## config.mk

```make
export PLATFORM = sky130hd
export DESIGN_NAME = vga_quad_renderer
export DESIGN_NICKNAME = d
export VERILOG_FILES = /design/src/rtl/vga_quad_pkg.sv /design/src/rtl/vga_timing_counter.sv /design/src/rtl/vga_quad_renderer.sv
export SDC_FILE = /design/constraint.sdc
export NUM_CORES = 1
export LEC_CHECK = 0
export BUFFER_PORTS_ARGS = -buffer_cell sky130_fd_sc_hd__buf_2
export CORE_UTILIZATION = 30
export CTS_CLUSTER_SIZE = 25
export DETAILED_ROUTE_END_ITERATION = 8
export HOLD_SLACK_MARGIN = 0.02
export SYNTH_ARGS = -nofsm -noshare
export SYNTH_HDL_FRONTEND = slang
export SYNTH_SLANG_ARGS = --single-unit
```

## constraint.sdc

```tcl
create_clock -name clk -period 3.4 [get_ports clk]
set_input_delay 0.68 -clock clk [delete_from_list [all_inputs] [get_ports clk]]
set_output_delay 0.68 -clock clk [all_outputs]
set_load 0.01 [all_outputs]
```

## src/rtl/vga_quad_pkg.sv

```systemverilog
// Shared constants, quadrant encodings and the colour-bar helper for the VGA quadrant renderer.
// Default timing is 640x480 @ 800x525 totals; the modules take the individual intervals as parameters.
package vga_quad_pkg;

  localparam int CNT_W = 10;
  localparam int BAR_W = 12;

  localparam int DEF_H_ACTIVE = 640;
  localparam int DEF_H_FP     = 16;
  localparam int DEF_H_SYNC   = 96;
  localparam int DEF_H_BP     = 48;
  localparam int DEF_V_ACTIVE = 480;
  localparam int DEF_V_FP     = 10;
  localparam int DEF_V_SYNC   = 2;
  localparam int DEF_V_BP     = 33;

  localparam int H_TOTAL  = DEF_H_ACTIVE + DEF_H_FP + DEF_H_SYNC + DEF_H_BP;
  localparam int V_TOTAL  = DEF_V_ACTIVE + DEF_V_FP + DEF_V_SYNC + DEF_V_BP;
  localparam int HS_START = DEF_H_ACTIVE + DEF_H_FP;
  localparam int HS_END   = HS_START + DEF_H_SYNC;
  localparam int VS_START = DEF_V_ACTIVE + DEF_V_FP;
  localparam int VS_END   = VS_START + DEF_V_SYNC;

  typedef enum logic [1:0] {
    QUAD_LU = 2'd0,
    QUAD_RU = 2'd1,
    QUAD_LD = 2'd2,
    QUAD_RD = 2'd3
  } quad_e;

  function automatic quad_e quad_select(input logic right, input logic bottom);
    return quad_e'({bottom, right});
  endfunction

  // Each bar index bit drives one full RGB444 channel.
  function automatic logic [BAR_W-1:0] bar_color(input logic [2:0] idx);
    return {{4{idx[2]}}, {4{idx[1]}}, {4{idx[0]}}};
  endfunction

endpackage

```

## src/rtl/vga_timing_counter.sv

```systemverilog
// Raster counters with sync/active decode and the end-of-frame commit strobe.
// rst_n is asserted high and sampled synchronously; counting starts one cycle after release.
module vga_timing_counter
  import vga_quad_pkg::*;
#(
  parameter int H_ACTIVE = DEF_H_ACTIVE,
  parameter int H_FP     = DEF_H_FP,
  parameter int H_SYNC   = DEF_H_SYNC,
  parameter int H_BP     = DEF_H_BP,
  parameter int V_ACTIVE = DEF_V_ACTIVE,
  parameter int V_FP     = DEF_V_FP,
  parameter int V_SYNC   = DEF_V_SYNC,
  parameter int V_BP     = DEF_V_BP
) (
  input  logic             clk,
  input  logic             rst_n,
  output logic             run_o,
  output logic [CNT_W-1:0] h_cnt_o,
  output logic [CNT_W-1:0] v_cnt_o,
  output logic             hsync_n_o,
  output logic             vsync_n_o,
  output logic             active_o,
  output logic             frame_start_o,
  output logic             commit_o
);

  localparam logic [CNT_W-1:0] H_LAST = CNT_W'(H_ACTIVE + H_FP + H_SYNC + H_BP - 1);
  localparam logic [CNT_W-1:0] V_LAST = CNT_W'(V_ACTIVE + V_FP + V_SYNC + V_BP - 1);
  localparam logic [CNT_W-1:0] HS_BEG = CNT_W'(H_ACTIVE + H_FP);
  localparam logic [CNT_W-1:0] HS_FIN = CNT_W'(H_ACTIVE + H_FP + H_SYNC);
  localparam logic [CNT_W-1:0] VS_BEG = CNT_W'(V_ACTIVE + V_FP);
  localparam logic [CNT_W-1:0] VS_FIN = CNT_W'(V_ACTIVE + V_FP + V_SYNC);
  localparam logic [CNT_W-1:0] H_VIS  = CNT_W'(H_ACTIVE);
  localparam logic [CNT_W-1:0] V_VIS  = CNT_W'(V_ACTIVE);

  logic             run_q;
  logic [CNT_W-1:0] h_cnt_q, h_cnt_d;
  logic [CNT_W-1:0] v_cnt_q, v_cnt_d;
  logic             h_last, v_last;

  assign h_last = (h_cnt_q == H_LAST);
  assign v_last = (v_cnt_q == V_LAST);

  always_comb begin
    // NOTE: defaults first so every path assigns the next-state values; a missing branch would infer a latch.
    h_cnt_d = h_cnt_q;
    v_cnt_d = v_cnt_q;
    if (run_q) begin
      if (h_last) begin
        h_cnt_d = '0;
        v_cnt_d = v_last ? '0 : v_cnt_q + 1'b1;
      end else begin
        h_cnt_d = h_cnt_q + 1'b1;
      end
    end
  end

  always_ff @(posedge clk) begin
    // NOTE: non-blocking assignments so every register updates from the same pre-edge values.
    if (rst_n) begin
      run_q   <= 1'b0;
      h_cnt_q <= '0;
      v_cnt_q <= '0;
    end else begin
      run_q   <= 1'b1;
      h_cnt_q <= h_cnt_d;
      v_cnt_q <= v_cnt_d;
    end
  end

  assign run_o         = run_q;
  assign h_cnt_o       = h_cnt_q;
  assign v_cnt_o       = v_cnt_q;
  assign hsync_n_o     = !((h_cnt_q >= HS_BEG) && (h_cnt_q < HS_FIN));
  assign vsync_n_o     = !((v_cnt_q >= VS_BEG) && (v_cnt_q < VS_FIN));
  assign active_o      = (h_cnt_q < H_VIS) && (v_cnt_q < V_VIS);
  assign frame_start_o = (h_cnt_q == '0) && (v_cnt_q == '0);
  assign commit_o      = run_q && h_last && v_last;

endmodule

```

## src/rtl/vga_quad_renderer.sv

```systemverilog
// Double-buffered four-quadrant colour renderer: writes land in a shadow bank that is
// committed to the live bank, together with the split/debug controls, on the last pixel of each frame.
module vga_quad_renderer
  import vga_quad_pkg::*;
#(
  parameter int C_ADDR_WIDTH = 2,
  parameter int C_DATA_WIDTH = 12,
  parameter int DATA_WIDTH   = 12,
  parameter int H_ACTIVE     = DEF_H_ACTIVE,
  parameter int H_FP         = DEF_H_FP,
  parameter int H_SYNC       = DEF_H_SYNC,
  parameter int H_BP         = DEF_H_BP,
  parameter int V_ACTIVE     = DEF_V_ACTIVE,
  parameter int V_FP         = DEF_V_FP,
  parameter int V_SYNC       = DEF_V_SYNC,
  parameter int V_BP         = DEF_V_BP
) (
  input  logic                    clk,
  input  logic                    rst_n,
  input  logic [C_ADDR_WIDTH-1:0] c_addr,
  input  logic [C_DATA_WIDTH-1:0] c_data,
  input  logic                    c_valid,
  output logic                    c_ready,
  input  logic                    Vertical_Split,
  input  logic                    Horizontal_Split,
  input  logic                    VGA_debug,
  output logic                    HSync,
  output logic                    VSync,
  output logic [DATA_WIDTH-1:0]   Data_VGA,
  output logic                    Active,
  output logic                    Frame_Start
);

  localparam int               N_QUAD  = 1 << C_ADDR_WIDTH;
  localparam logic [CNT_W-1:0] H_HALF  = CNT_W'(H_ACTIVE / 2);
  localparam logic [CNT_W-1:0] V_HALF  = CNT_W'(V_ACTIVE / 2);
  localparam logic [CNT_W-1:0] BAR_PIX = CNT_W'(H_ACTIVE / 8);

  logic             run, commit;
  logic [CNT_W-1:0] h_cnt, v_cnt;
  logic             hsync_n, vsync_n, active, frame_start;

  vga_timing_counter #(
    .H_ACTIVE(H_ACTIVE), .H_FP(H_FP), .H_SYNC(H_SYNC), .H_BP(H_BP),
    .V_ACTIVE(V_ACTIVE), .V_FP(V_FP), .V_SYNC(V_SYNC), .V_BP(V_BP)
  ) u_timing (
    .clk          (clk),
    .rst_n        (rst_n),
    .run_o        (run),
    .h_cnt_o      (h_cnt),
    .v_cnt_o      (v_cnt),
    .hsync_n_o    (hsync_n),
    .vsync_n_o    (vsync_n),
    .active_o     (active),
    .frame_start_o(frame_start),
    .commit_o     (commit)
  );

  logic [C_DATA_WIDTH-1:0] shadow_q [N_QUAD];
  logic [C_DATA_WIDTH-1:0] live_q   [N_QUAD];
  logic                    vsplit_q, hsplit_q, debug_q;
  logic                    hsync_q, vsync_q, active_q, frame_start_q;
  logic [DATA_WIDTH-1:0]   data_q, pixel_d;
  logic                    wr_fire;
  quad_e                   quad;
  logic [2:0]              bar_idx;

  // The commit cycle refuses writes so the shadow copy into the live bank is never torn.
  assign c_ready = !rst_n && run && !commit;
  assign wr_fire = c_valid && c_ready;

  assign quad    = quad_select(vsplit_q && (h_cnt >= H_HALF), hsplit_q && (v_cnt >= V_HALF));
  assign bar_idx = 3'(h_cnt / BAR_PIX);

  always_comb begin
    pixel_d = '0;
    if (active) begin
      if (debug_q) pixel_d = DATA_WIDTH'(bar_color(bar_idx));
      else         pixel_d = DATA_WIDTH'(live_q[quad]);
    end
  end

  always_ff @(posedge clk) begin
    if (rst_n) begin
      // NOTE: the banks are four flop words, not a RAM, so reset clears them like any other state.
      for (int i = 0; i < N_QUAD; i++) begin
        shadow_q[i] <= '0;
        live_q[i]   <= '0;
      end
      vsplit_q      <= 1'b0;
      hsplit_q      <= 1'b0;
      debug_q       <= 1'b0;
      hsync_q       <= 1'b1;
      vsync_q       <= 1'b1;
      active_q      <= 1'b0;
      frame_start_q <= 1'b0;
      data_q        <= '0;
    end else begin
      if (wr_fire) shadow_q[c_addr] <= c_data;
      if (commit) begin
        for (int i = 0; i < N_QUAD; i++) live_q[i] <= shadow_q[i];
        vsplit_q <= Vertical_Split;
        hsplit_q <= Horizontal_Split;
        debug_q  <= VGA_debug;
      end
      // Output stage holds its reset values until the counters begin running.
      if (run) begin
        hsync_q       <= hsync_n;
        vsync_q       <= vsync_n;
        active_q      <= active;
        frame_start_q <= frame_start;
        data_q        <= pixel_d;
      end
    end
  end

  assign HSync       = hsync_q;
  assign VSync       = vsync_q;
  assign Active      = active_q;
  assign Frame_Start = frame_start_q;
  assign Data_VGA    = data_q;

endmodule

```

==> impl_metrics.tcl, run 1 <==
set metrics [dict create \
    status "complete, no violations" \
    synthesis_warning_total 0 \
    avgRoutedWirePerCell_microns 15.2 \
    num-fill-cells 1909 \
    die_height_microns 144 \
    syn-mean-instance-area_sq_um 12.2 \
    layout-drive-gt1-share_pct 16.6 \
    gr-max-usage-layer "met2" \
    totalNegativeSetupSlack_ns 0 \
    critPathMaxFanout 16 \
    cts.sink_count 136 \
    finalNonFillerCells 806 \
    power_mw 3.95 \
    grt_use_met2_pct 21.2 \
    die-width_microns 144 \
    pin_count 37 \
    first_iter_violations 309 \
    post_cts_resized 0 \
    global_route.usage.met1_pct 16.8 \
    fin_area_sq_um 7100 \
    final_hold_viol_count 0 \
    finish.utilization_pct 36.4 \
    synth_largest_type_area_fraction_pct 48.0 \
    synth_largest_area_cell "sky130_fd_sc_hd__edfxtp_1" \
    place_area_sq_um 6470 \
    worstPathCellList "or4b_4 > nor4_4 > and4_1 > nor3b_1 > buf_2" \
    ir_drop_mv 0.335 \
    timing.hold.ws_ns 0.443 \
    max_cap_viol_count 0 \
    leakage_nw 3.02 \
    synth-edff-count 96 \
    post-route-worst-setup-slack_ns 0.266 \
    critical-path-slowest-cell "sky130_fd_sc_hd__dfxtp_1" \
    tightest_slew_ns 0.799 \
    placeableCoreArea_sq_um 19500 \
    critPathTopFamily "simple AND/OR/NAND/NOR gates" \
    slew-limit-headroom_pct 46.5 \
    max_clock_freq_ghz 0.319 \
    synthTopCellsByArea "sky130_fd_sc_hd__edfxtp_1, sky130_fd_sc_hd__dfxtp_1, sky130_fd_sc_hd__and3_1" \
    drt_pre_antenna_iters 4 \
    worst_setup_path_end_kind "output pin" \
    hold_fix_buffer_count_after_cts 0 \
    number_of_vias_after_detailed_routing 3768 \
    globalplace.congestion 0.820 \
    cts_root_buffer "sky130_fd_sc_hd__clkbuf_16" \
    rows 51 \
    setup_viol 0 \
    drc 0 \
    pin_count_of_the_biggest_net_entering_global_routing 49 \
    syn_to_final_growth_pct 18.2 \
    overall_global_routing_usage_pct 13.1 \
    final_period_minus_worst_setup_slack_ns 3.13 \
    synth_fp_nets 517 \
    cts_setup_buffers 0 \
    grt_pass1_wl_mm 20.4 \
    final-max-slew-violation-count 0 \
    worst_clock_skew_ns 0.00719 \
    unrepaired_setup_endpoints_after_global_routing "no" \
    clock_slew_seen_by_the_registers_of_the_worst_setup_and_hold_paths_ns 0.06 \
    grt_util_met3_pct 2.97 \
    arrival_ns 2.45 \
    final_period_utilization_pct 92.2 \
    ant_nets 0 \
    tritoncts "done" \
    synthesis.instances 493 \
    ys_seq_elements 136 \
    floorplan.die_area_sq_um 20600 \
    layout.nets 553 \
    number_of_distinct_standard_cells_referenced_by_the_synthesized_netlist 48 \
    vias_in_the_first_global_route 3823 \
    clock_path_buffers 2 \
    place_ws_ns 0.657 \
    grt_antenna_before_repair 0 \
    initial_utilization_pct 30.8 \
    synth.yosys.seq_area_share_pct 61.3 \
    vias_per_inst 4.67 \
    totalWireLength_mm 12.3 \
    setup.worst_path.class "reg -> out" \
    cts_made_buffers 17 \
    synth-main-ff-cell "sky130_fd_sc_hd__edfxtp_1" \
    placed_cells 775 \
    cpPeakStageDelay_ns 0.60 \
    hold_path_class "reg -> reg" \
    worstSkewPairLatency_ns 0.42 \
    overflow 0 \
    postSynth.asyncResetShare_pct 0 \
    netlist_area_sq_um 6010 \
    antenna_cells_inserted 0 \
    power-per-cell-area_nw_per_um2 556 \
    worst_ep_required_time_ns 2.72 \
    dp.final_hpwl_mm 8.60 \
    critPathLaunchType "flip-flop" \
    place.port_buffers 36 \
    cts_max_level 4 \
    cp.buffers_inverters 1 \
]
[area by class of cell]
| type | instances | area, sq um | share of cell area [%] |
|---|---|---|---|
| clock buffers | 18 | 429 | 6.04 |
| clock inverters | 13 | 203 | 2.85 |
| inverters | 11 | 41.3 | 0.581 |
| multi-input cells | 313 | 2120 | 29.8 |
| flip-flops and latches | 136 | 3680 | 51.9 |
| well taps | 265 | 332 | 4.67 |
| repair buffers | 50 | 298 | 4.19 |
[kinds of logic (layout without fill, tap and decap cells)]
kind of cell / after synthesis / count (layout) / synth area share [%]
buf+inv: 44 / 92 / 3.75
compound gates: 57 / 57 / 6.77
xor+xnor: 18 / 18 / 2.62
simple gates: 205 / 205 / 19.9
mux: 29 / 29 / 4.83
flops: 136 / 136 / 61.3
fa+ha+maj: 4 / 4 / 0.833
[metal layers]
| layer | part of all wire (%) | up-vias |
|---|---|---|
| met5 | 0 | - |
| met4 | 1.8 | 0 |
| met3 | 2.9 | 18 |
| met2 | 48 | 80 |
| met1 | 48 | 1809 |
| li1 | - | 1861 |
[where the power goes]
group          internal [mW]  switching [mW]
Combinational         0.0509          0.0897
Clock                   1.29           0.673
Sequential              1.82          0.0198
Total                   3.17           0.783
[cell usage after synthesis (5+ instances only)]
master	n
sky130_fd_sc_hd__nand2_1	22
sky130_fd_sc_hd__o21ai_0	9
sky130_fd_sc_hd__inv_1	11
sky130_fd_sc_hd__nor2_1	30
sky130_fd_sc_hd__nand3_1	6
sky130_fd_sc_hd__xnor2_1	7
sky130_fd_sc_hd__and3_1	54
sky130_fd_sc_hd__and2_1	49
sky130_fd_sc_hd__dfxtp_1	40
sky130_fd_sc_hd__buf_6	6
sky130_fd_sc_hd__a31o_2	5
sky130_fd_sc_hd__o31ai_1	7
sky130_fd_sc_hd__edfxtp_1	96
sky130_fd_sc_hd__a21o_1	5
sky130_fd_sc_hd__mux2i_1	29
sky130_fd_sc_hd__xor2_1	11
sky130_fd_sc_hd__nand2b_1	8
sky130_fd_sc_hd__nand4_1	7
sky130_fd_sc_hd__clkbuf_1	21
sky130_fd_sc_hd__a22o_1	8
sky130_fd_sc_hd__a21oi_1	9
[path summary, 6_finish.rpt]
kind	startpoint	endpoint	slack, ns	depth (start not counted)
worst max-delay path	u_timing.h_cnt_o[8]	c_ready	0.27	5
worst min-delay path	Data_VGA[7]	Data_VGA[7]	0.44	2
worst max register to register	u_timing.h_cnt_o[8]	live_q[0][7]	0.62	5
worst min register to register	Data_VGA[7]	Data_VGA[7]	0.44	2
[worst min-delay path, stage by stage (launching register included)]
cell and delay [ns]:
sky130_fd_sc_hd__dfxtp_1 0.32, sky130_fd_sc_hd__nand2_1 0.05, sky130_fd_sc_hd__o31ai_1 0.05
[flip-flops by register name, summed over array words and instances (netlist names)]
signal / cells
shadow_q: 48
hsplit_q: 1
vsplit_q: 1
HSync: 1
Active: 1
Frame_Start: 1
live_q: 48
u_timing.run_o: 1
u_timing.h_cnt_o: 10
debug_q: 1
Data_VGA: 12
u_timing.v_cnt_o: 10
VSync: 1
[placed cells by master (no fill, tap or decap), types with 5 or more instances in the layout]
master	synthesis	routed
sky130_fd_sc_hd__inv_1	11	11
sky130_fd_sc_hd__nand3_1	6	6
sky130_fd_sc_hd__bufinv_16	0	5
sky130_fd_sc_hd__nand2b_1	8	8
sky130_fd_sc_hd__nand2_1	22	22
sky130_fd_sc_hd__xor2_1	11	11
sky130_fd_sc_hd__dfxtp_1	40	40
sky130_fd_sc_hd__a22o_1	8	8
sky130_fd_sc_hd__and2_1	49	49
sky130_fd_sc_hd__edfxtp_1	96	96
sky130_fd_sc_hd__mux2i_1	29	29
sky130_fd_sc_hd__nand4_1	7	7
sky130_fd_sc_hd__and3_1	54	54
sky130_fd_sc_hd__nor2_1	30	30
sky130_fd_sc_hd__clkbuf_16	0	17
sky130_fd_sc_hd__o31ai_1	7	7
sky130_fd_sc_hd__a31o_2	5	5
sky130_fd_sc_hd__xnor2_1	7	7
sky130_fd_sc_hd__buf_4	3	13
sky130_fd_sc_hd__buf_2	3	36
sky130_fd_sc_hd__a21oi_1	9	9
sky130_fd_sc_hd__o21ai_0	9	9
sky130_fd_sc_hd__a21o_1	5	5
No activity file was read; power rests on OpenSTA's default activity.
==> run 2, diff against run 1 <==
--- a/config.mk
+++ b/config.mk
@@ -6,8 +6,9 @@
 export NUM_CORES = 1
 export LEC_CHECK = 0
 export BUFFER_PORTS_ARGS = -buffer_cell sky130_fd_sc_hd__buf_2
+export CORE_ASPECT_RATIO = 0.75
 export CORE_UTILIZATION = 30
-export CTS_CLUSTER_SIZE = 25
+export CTS_CLUSTER_SIZE = 16
 export DETAILED_ROUTE_END_ITERATION = 8
 export HOLD_SLACK_MARGIN = 0.02
 export SYNTH_ARGS = -nofsm -noshare
==> impl_metrics.tcl, run 2 (synthesis gave the netlist of run 1 again) <==
set metrics [dict create \
    status "finished, violations left" \
    failed_checks "design-rule violations" \
    final_period_minus_worst_setup_slack_ns 3.15 \
    post-route-worst-setup-slack_ns 0.250 \
    num-fill-cells 1931 \
    critPathLaunchType "flip-flop" \
    hold_path_class "reg -> reg" \
    timing.hold.ws_ns 0.449 \
    multiInputGateArea_sq_um 2120 \
    die_height_microns 125 \
    cts.sink_count 136 \
    layout_commonest_cell "sky130_fd_sc_hd__edfxtp_1" \
    gate_power_share_pct 3.9 \
    first_iter_violations 293 \
    ant_nets 0 \
    final_cell_mix "sky130_fd_sc_hd__edfxtp_1, sky130_fd_sc_hd__and3_1, sky130_fd_sc_hd__and2_1, sky130_fd_sc_hd__dfxtp_1, sky130_fd_sc_hd__buf_2" \
    pin_count 37 \
    post_cts_resized 0 \
    placeableCoreArea_sq_um 19500 \
    globalplace.congestion 0.753 \
    clock_path_buffers 2 \
    critPathMaxFanout 16 \
    vias_in_the_first_global_route 3612 \
    worst-r2r-cell-count 6 \
    initial_utilization_pct 30.8 \
    tritoncts "done" \
    clock_slew_seen_by_the_registers_of_the_worst_setup_and_hold_paths_ns 0.06 \
    setup.worst_path.class "reg -> out" \
    tightest_slew_ns 0.959 \
    worst_clock_skew_ns 0.00897 \
    drt_pre_antenna_iters 6 \
    grt_antenna_before_repair 0 \
    arrival_ns 2.47 \
    area_taken_by_flip_flops_and_latches_sq_um 3680 \
    totalWireLength_mm 12.5 \
    cts_max_level 4 \
    power-per-cell-area_nw_per_um2 520 \
    internal-power_mw 2.81 \
    finish.utilization_pct 35.8 \
    vias_per_inst 4.67 \
    crit_start "u_timing.h_cnt_o[8]" \
    final_hold_viol_count 0 \
    syn_to_final_growth_pct 16.2 \
    share_seq_of_total_power_pct 50.8 \
    drc 10 \
    layout.nets 552 \
    power_mw 3.63 \
    floorplan.die_area_sq_um 20600 \
    hold_fix_buffer_count_after_cts 0 \
    final_period_utilization_pct 92.6 \
    overall_global_routing_usage_pct 13.1 \
    pin_count_of_the_biggest_net_entering_global_routing 59 \
    cts_made_buffers 17 \
    die-width_microns 165 \
    max_clock_freq_ghz 0.317 \
    final-max-slew-violation-count 0 \
    grt_pass1_wl_mm 20.3 \
    cts_root_buffer "sky130_fd_sc_hd__clkbuf_16" \
    layout-drive-gt1-share_pct 16.9 \
    reg2reg_launch_point "u_timing.h_cnt_o[8]" \
    cp-endpoint "c_ready" \
    leakage_nw 2.96 \
    rows 44 \
    ir_drop_mv 0.361 \
    worst_ep_required_time_ns 2.72 \
    power.switching_uw 821 \
    slew-limit-headroom_pct 35.8 \
    r2r_setup_slack_ns 0.59 \
    max_cap_viol_count 0 \
    totalNegativeSetupSlack_ns 0 \
    dp.final_hpwl_mm 8.68 \
    overflow 0 \
    number_of_vias_after_detailed_routing 3703 \
    switching_share_pct 22.6 \
    antenna_cells_inserted 0 \
    worstSkewPairLatency_ns 0.41 \
    cts_setup_buffers 0 \
    r2r-end "live_q[0][4]" \
    worst_setup_path_end_kind "output pin" \
    place.port_buffers 36 \
    unrepaired_setup_endpoints_after_global_routing "no" \
    setup_viol 0 \
    place_ws_ns 0.392 \
    avgRoutedWirePerCell_microns 15.8 \
    power_frac_clock_pct 45.2 \
]
## run 2: cell types whose count changed in the layout (fill, tap and decap cells not counted), sizes merged
cell / before / now
clkinvlp: 0 / 4
clkinv: 7 / 5
inv: 12 / 15
buf: 50 / 49
bufinv: 5 / 0
## run 2: layer usage
layer | up-vias | track usage (%) | share of wire, %
met5 | - | 0 | 0
met4 | 0 | 4.17 | 1.2
met3 | 16 | 3.53 | 4.7
met2 | 90 | 17.5 | 41
met1 | 1732 | 20.2 | 53
li1 | 1865 | - | -
## run 2: cell type report
cell class,count,area share (%)
inverter,11,0.591
clock buffer,18,6.15
tap,253,4.53
clock inverter,13,1.42
timing repair buffer,49,4.16
multi-input combinational,313,30.4
sequential,136,52.8
## run 2: critical path, stage by stage, from the launching register on
cell and delay (ns):
sky130_fd_sc_hd__dfxtp_1 0.58, sky130_fd_sc_hd__or4b_4 0.54, sky130_fd_sc_hd__nor4_4 0.23, sky130_fd_sc_hd__and4_1 0.44
sky130_fd_sc_hd__nor3b_1 0.11, sky130_fd_sc_hd__buf_2 0.16
## run 2: how the worst min path moves through the flow
stage	from	cells after the start	slack, ns	end
global route	Data_VGA[5]	2	0.47	Data_VGA[5]
floorplan	vsplit_q	2	0.45	vsplit_q
CTS	Data_VGA[6]	2	0.45	Data_VGA[6]
finish	Data_VGA[6]	2	0.45	Data_VGA[6]
detailed placement	Data_VGA[4]	2	0.44	Data_VGA[4]
global placement	Data_VGA[4]	2	0.44	Data_VGA[4]
## run 2: power by group through the flow
stage,combinational [mW],sequential (mW),clock (mW)
after floorplan,0.0753,1.87,0
after global placement,0.139,1.88,0
after detailed placement,0.143,1.88,0
after CTS,0.144,1.84,1.68
after global routing,0.158,1.85,1.75
final,0.142,1.84,1.64
## run 2: through the flow
stage | area (sq um) | cells
after detailed placement | 6450 | 762
after global routing | 6980 | 793
final | 6980 | 793
after CTS | 6980 | 793
after global placement | 6450 | 762
after floorplan | 6010 | 493
==> run 3, diff against run 2 <==
--- a/config.mk
+++ b/config.mk
@@ -7,7 +7,7 @@
 export LEC_CHECK = 0
 export BUFFER_PORTS_ARGS = -buffer_cell sky130_fd_sc_hd__buf_2
 export CORE_ASPECT_RATIO = 0.75
-export CORE_UTILIZATION = 30
+export CORE_UTILIZATION = 40
 export CTS_CLUSTER_SIZE = 16
 export DETAILED_ROUTE_END_ITERATION = 8
 export HOLD_SLACK_MARGIN = 0.02
==> impl_metrics.tcl, run 3 (synthesis gave the netlist of run 1 again) <==
set metrics [dict create \
    first_iter_violations 296 \
    worst_setup_path_end_kind "output pin" \
    vias_in_the_first_global_route 3611 \
    worstPathCellList "or4b_4 > nor4_4 > and4_1 > nor3b_1 > buf_2" \
    num-fill-cells 1329 \
    pin_count_of_the_biggest_net_entering_global_routing 57 \
    critPathTopFamily "simple AND/OR/NAND/NOR gates" \
    power.switching_uw 891 \
    vias_per_inst 5.12 \
    final-max-slew-violation-count 0 \
    slew-limit-headroom_pct 40.1 \
    placed_cells 711 \
    antenna_cells_inserted 0 \
    power_frac_clock_pct 47.8 \
    drt_pre_antenna_iters 4 \
    rows 38 \
    drc 0 \
    globalplace.congestion 0.785 \
    hold_path_class "reg -> reg" \
    grt_pass1_wl_mm 19.8 \
    layout.nets 554 \
    place_area_sq_um 6400 \
    initial_utilization_pct 41.3 \
    cts_made_buffers 17 \
    unrepaired_setup_endpoints_after_global_routing "no" \
    cpPeakStageDelay_ns 0.60 \
    totalWireLength_mm 12.4 \
    cts_max_level 4 \
    worst_ep_required_time_ns 2.72 \
    cts_root_buffer "sky130_fd_sc_hd__clkbuf_16" \
    grt_antenna_before_repair 0 \
    finalNonFillerCells 743 \
    layout_commonest_cell "sky130_fd_sc_hd__edfxtp_1" \
    cp.buffers_inverters 1 \
    tightest_slew_ns 0.895 \
    floorplan.die_area_sq_um 15500 \
    wire_length_on_met3_microns 597 \
    tritoncts "done" \
    overall_global_routing_usage_pct 17.2 \
    place_ws_ns 0.302 \
    worst_clock_skew_ns 0.0105 \
    wl_met1_mm 6.45 \
    ant_nets 0 \
    worstSkewPairLatency_ns 0.42 \
    internal-power_mw 2.92 \
    final_period_utilization_pct 95.7 \
    leakage_nw 3.00 \
    max_clock_freq_ghz 0.307 \
    layout-drive-gt1-share_pct 17.7 \
    die_height_microns 108 \
    number_of_vias_after_detailed_routing 3801 \
    clock_slew_seen_by_the_registers_of_the_worst_setup_and_hold_paths_ns 0.06 \
    final_period_minus_worst_setup_slack_ns 3.25 \
    switching_share_pct 23.4 \
    dp.final_hpwl_mm 8.20 \
    totalNegativeSetupSlack_ns 0 \
    avgRoutedWirePerCell_microns 16.7 \
    ir_drop_mv 0.420 \
    setup_viol 0 \
    overflow 0 \
    wl_met2_mm 5.17 \
    power-per-cell-area_nw_per_um2 545 \
    final_hold_viol_count 0 \
    final_cell_mix "sky130_fd_sc_hd__edfxtp_1, sky130_fd_sc_hd__and3_1, sky130_fd_sc_hd__and2_1, sky130_fd_sc_hd__dfxtp_1, sky130_fd_sc_hd__buf_2" \
    pin_count 37 \
    cts.sink_count 136 \
    fin_area_sq_um 6990 \
    post_cts_resized 0 \
    post-route-worst-setup-slack_ns 0.147 \
    routed.top_layer "met4" \
    status "complete, no violations" \
    die-width_microns 144 \
    place.port_buffers 36 \
    critPathLaunchType "flip-flop" \
    clock_path_buffers 2 \
    share_seq_of_total_power_pct 48.4 \
    placeableCoreArea_sq_um 14500 \
    hold_fix_buffer_count_after_cts 0 \
    setup.worst_path.class "reg -> out" \
    gate_power_share_pct 3.8 \
    cts_setup_buffers 0 \
    syn_to_final_growth_pct 16.3 \
    critPathMaxFanout 16 \
    arrival_ns 2.57 \
    critical-path-slowest-cell "sky130_fd_sc_hd__dfxtp_1" \
    max_cap_viol_count 0 \
]
-- run 3: cell types whose count changed in the layout (fill, tap and decap cells not counted), sizes merged --
cell,change
clkinvlp,-2
clkbuf,-1
buf,+2
inv,+6
clkinv,-3
bufinv,+1
-- run 3: per-layer routing --
metal  up-vias  track usage [%]
li1       1873                -
met1      1811             25.6
met3        20             4.21
met2        97             24.3
met4         0             5.85
met5         -                0
-- run 3: area by class of cell --
| class | instances | area [sq um] | share of cell area (%) |
|---|---|---|---|
| clock buffer | 17 | 425 | 6.09 |
| timing repair buffer | 51 | 305 | 4.37 |
| multi-input combinational | 313 | 2120 | 30.4 |
| clock inverter | 15 | 159 | 2.27 |
| sequential | 136 | 3680 | 52.7 |
| inverter | 11 | 41.3 | 0.591 |
| tap | 200 | 250 | 3.58 |
-- run 3: worst paths after layout --
kind	depth (start not counted)	startpoint	slack [ns]	endpoint
min reg2reg	2	Data_VGA[5]	0.46	Data_VGA[5]
max reg2reg	7	u_timing.h_cnt_o[8]	0.49	vsplit_q
max	5	u_timing.h_cnt_o[8]	0.15	c_ready
min	2	Data_VGA[5]	0.46	Data_VGA[5]
-- run 3: power groups by stage --
stage | Clock [mW] | Combinational [mW] | Sequential, mW
2_1_floorplan | 0 | 0.0753 | 1.87
4_1_cts | 1.84 | 0.146 | 1.84
3_3_place_gp | 0 | 0.141 | 1.88
3_5_place_dp | 0 | 0.146 | 1.88
5_1_grt | 1.92 | 0.160 | 1.85
6_report | 1.82 | 0.144 | 1.84
-- run 3: stage by stage --
stage	hold slack (ns)	util, %	total power [mW]
5_1_grt	0.503	48.0	3.93
2_1_floorplan	0.453	-	1.95
3_3_place_gp	0.442	44.0	2.02
3_5_place_dp	0.443	44.0	2.02
4_1_cts	0.456	48.0	3.83
6_report	0.456	48.0	3.81
-- run 3: tightest hold or removal path, delay by kind of cell, from the launching register on --
kind            cells  cell delay (ns)
compound gates      1             0.05
flops               1             0.31
simple gates        1             0.05
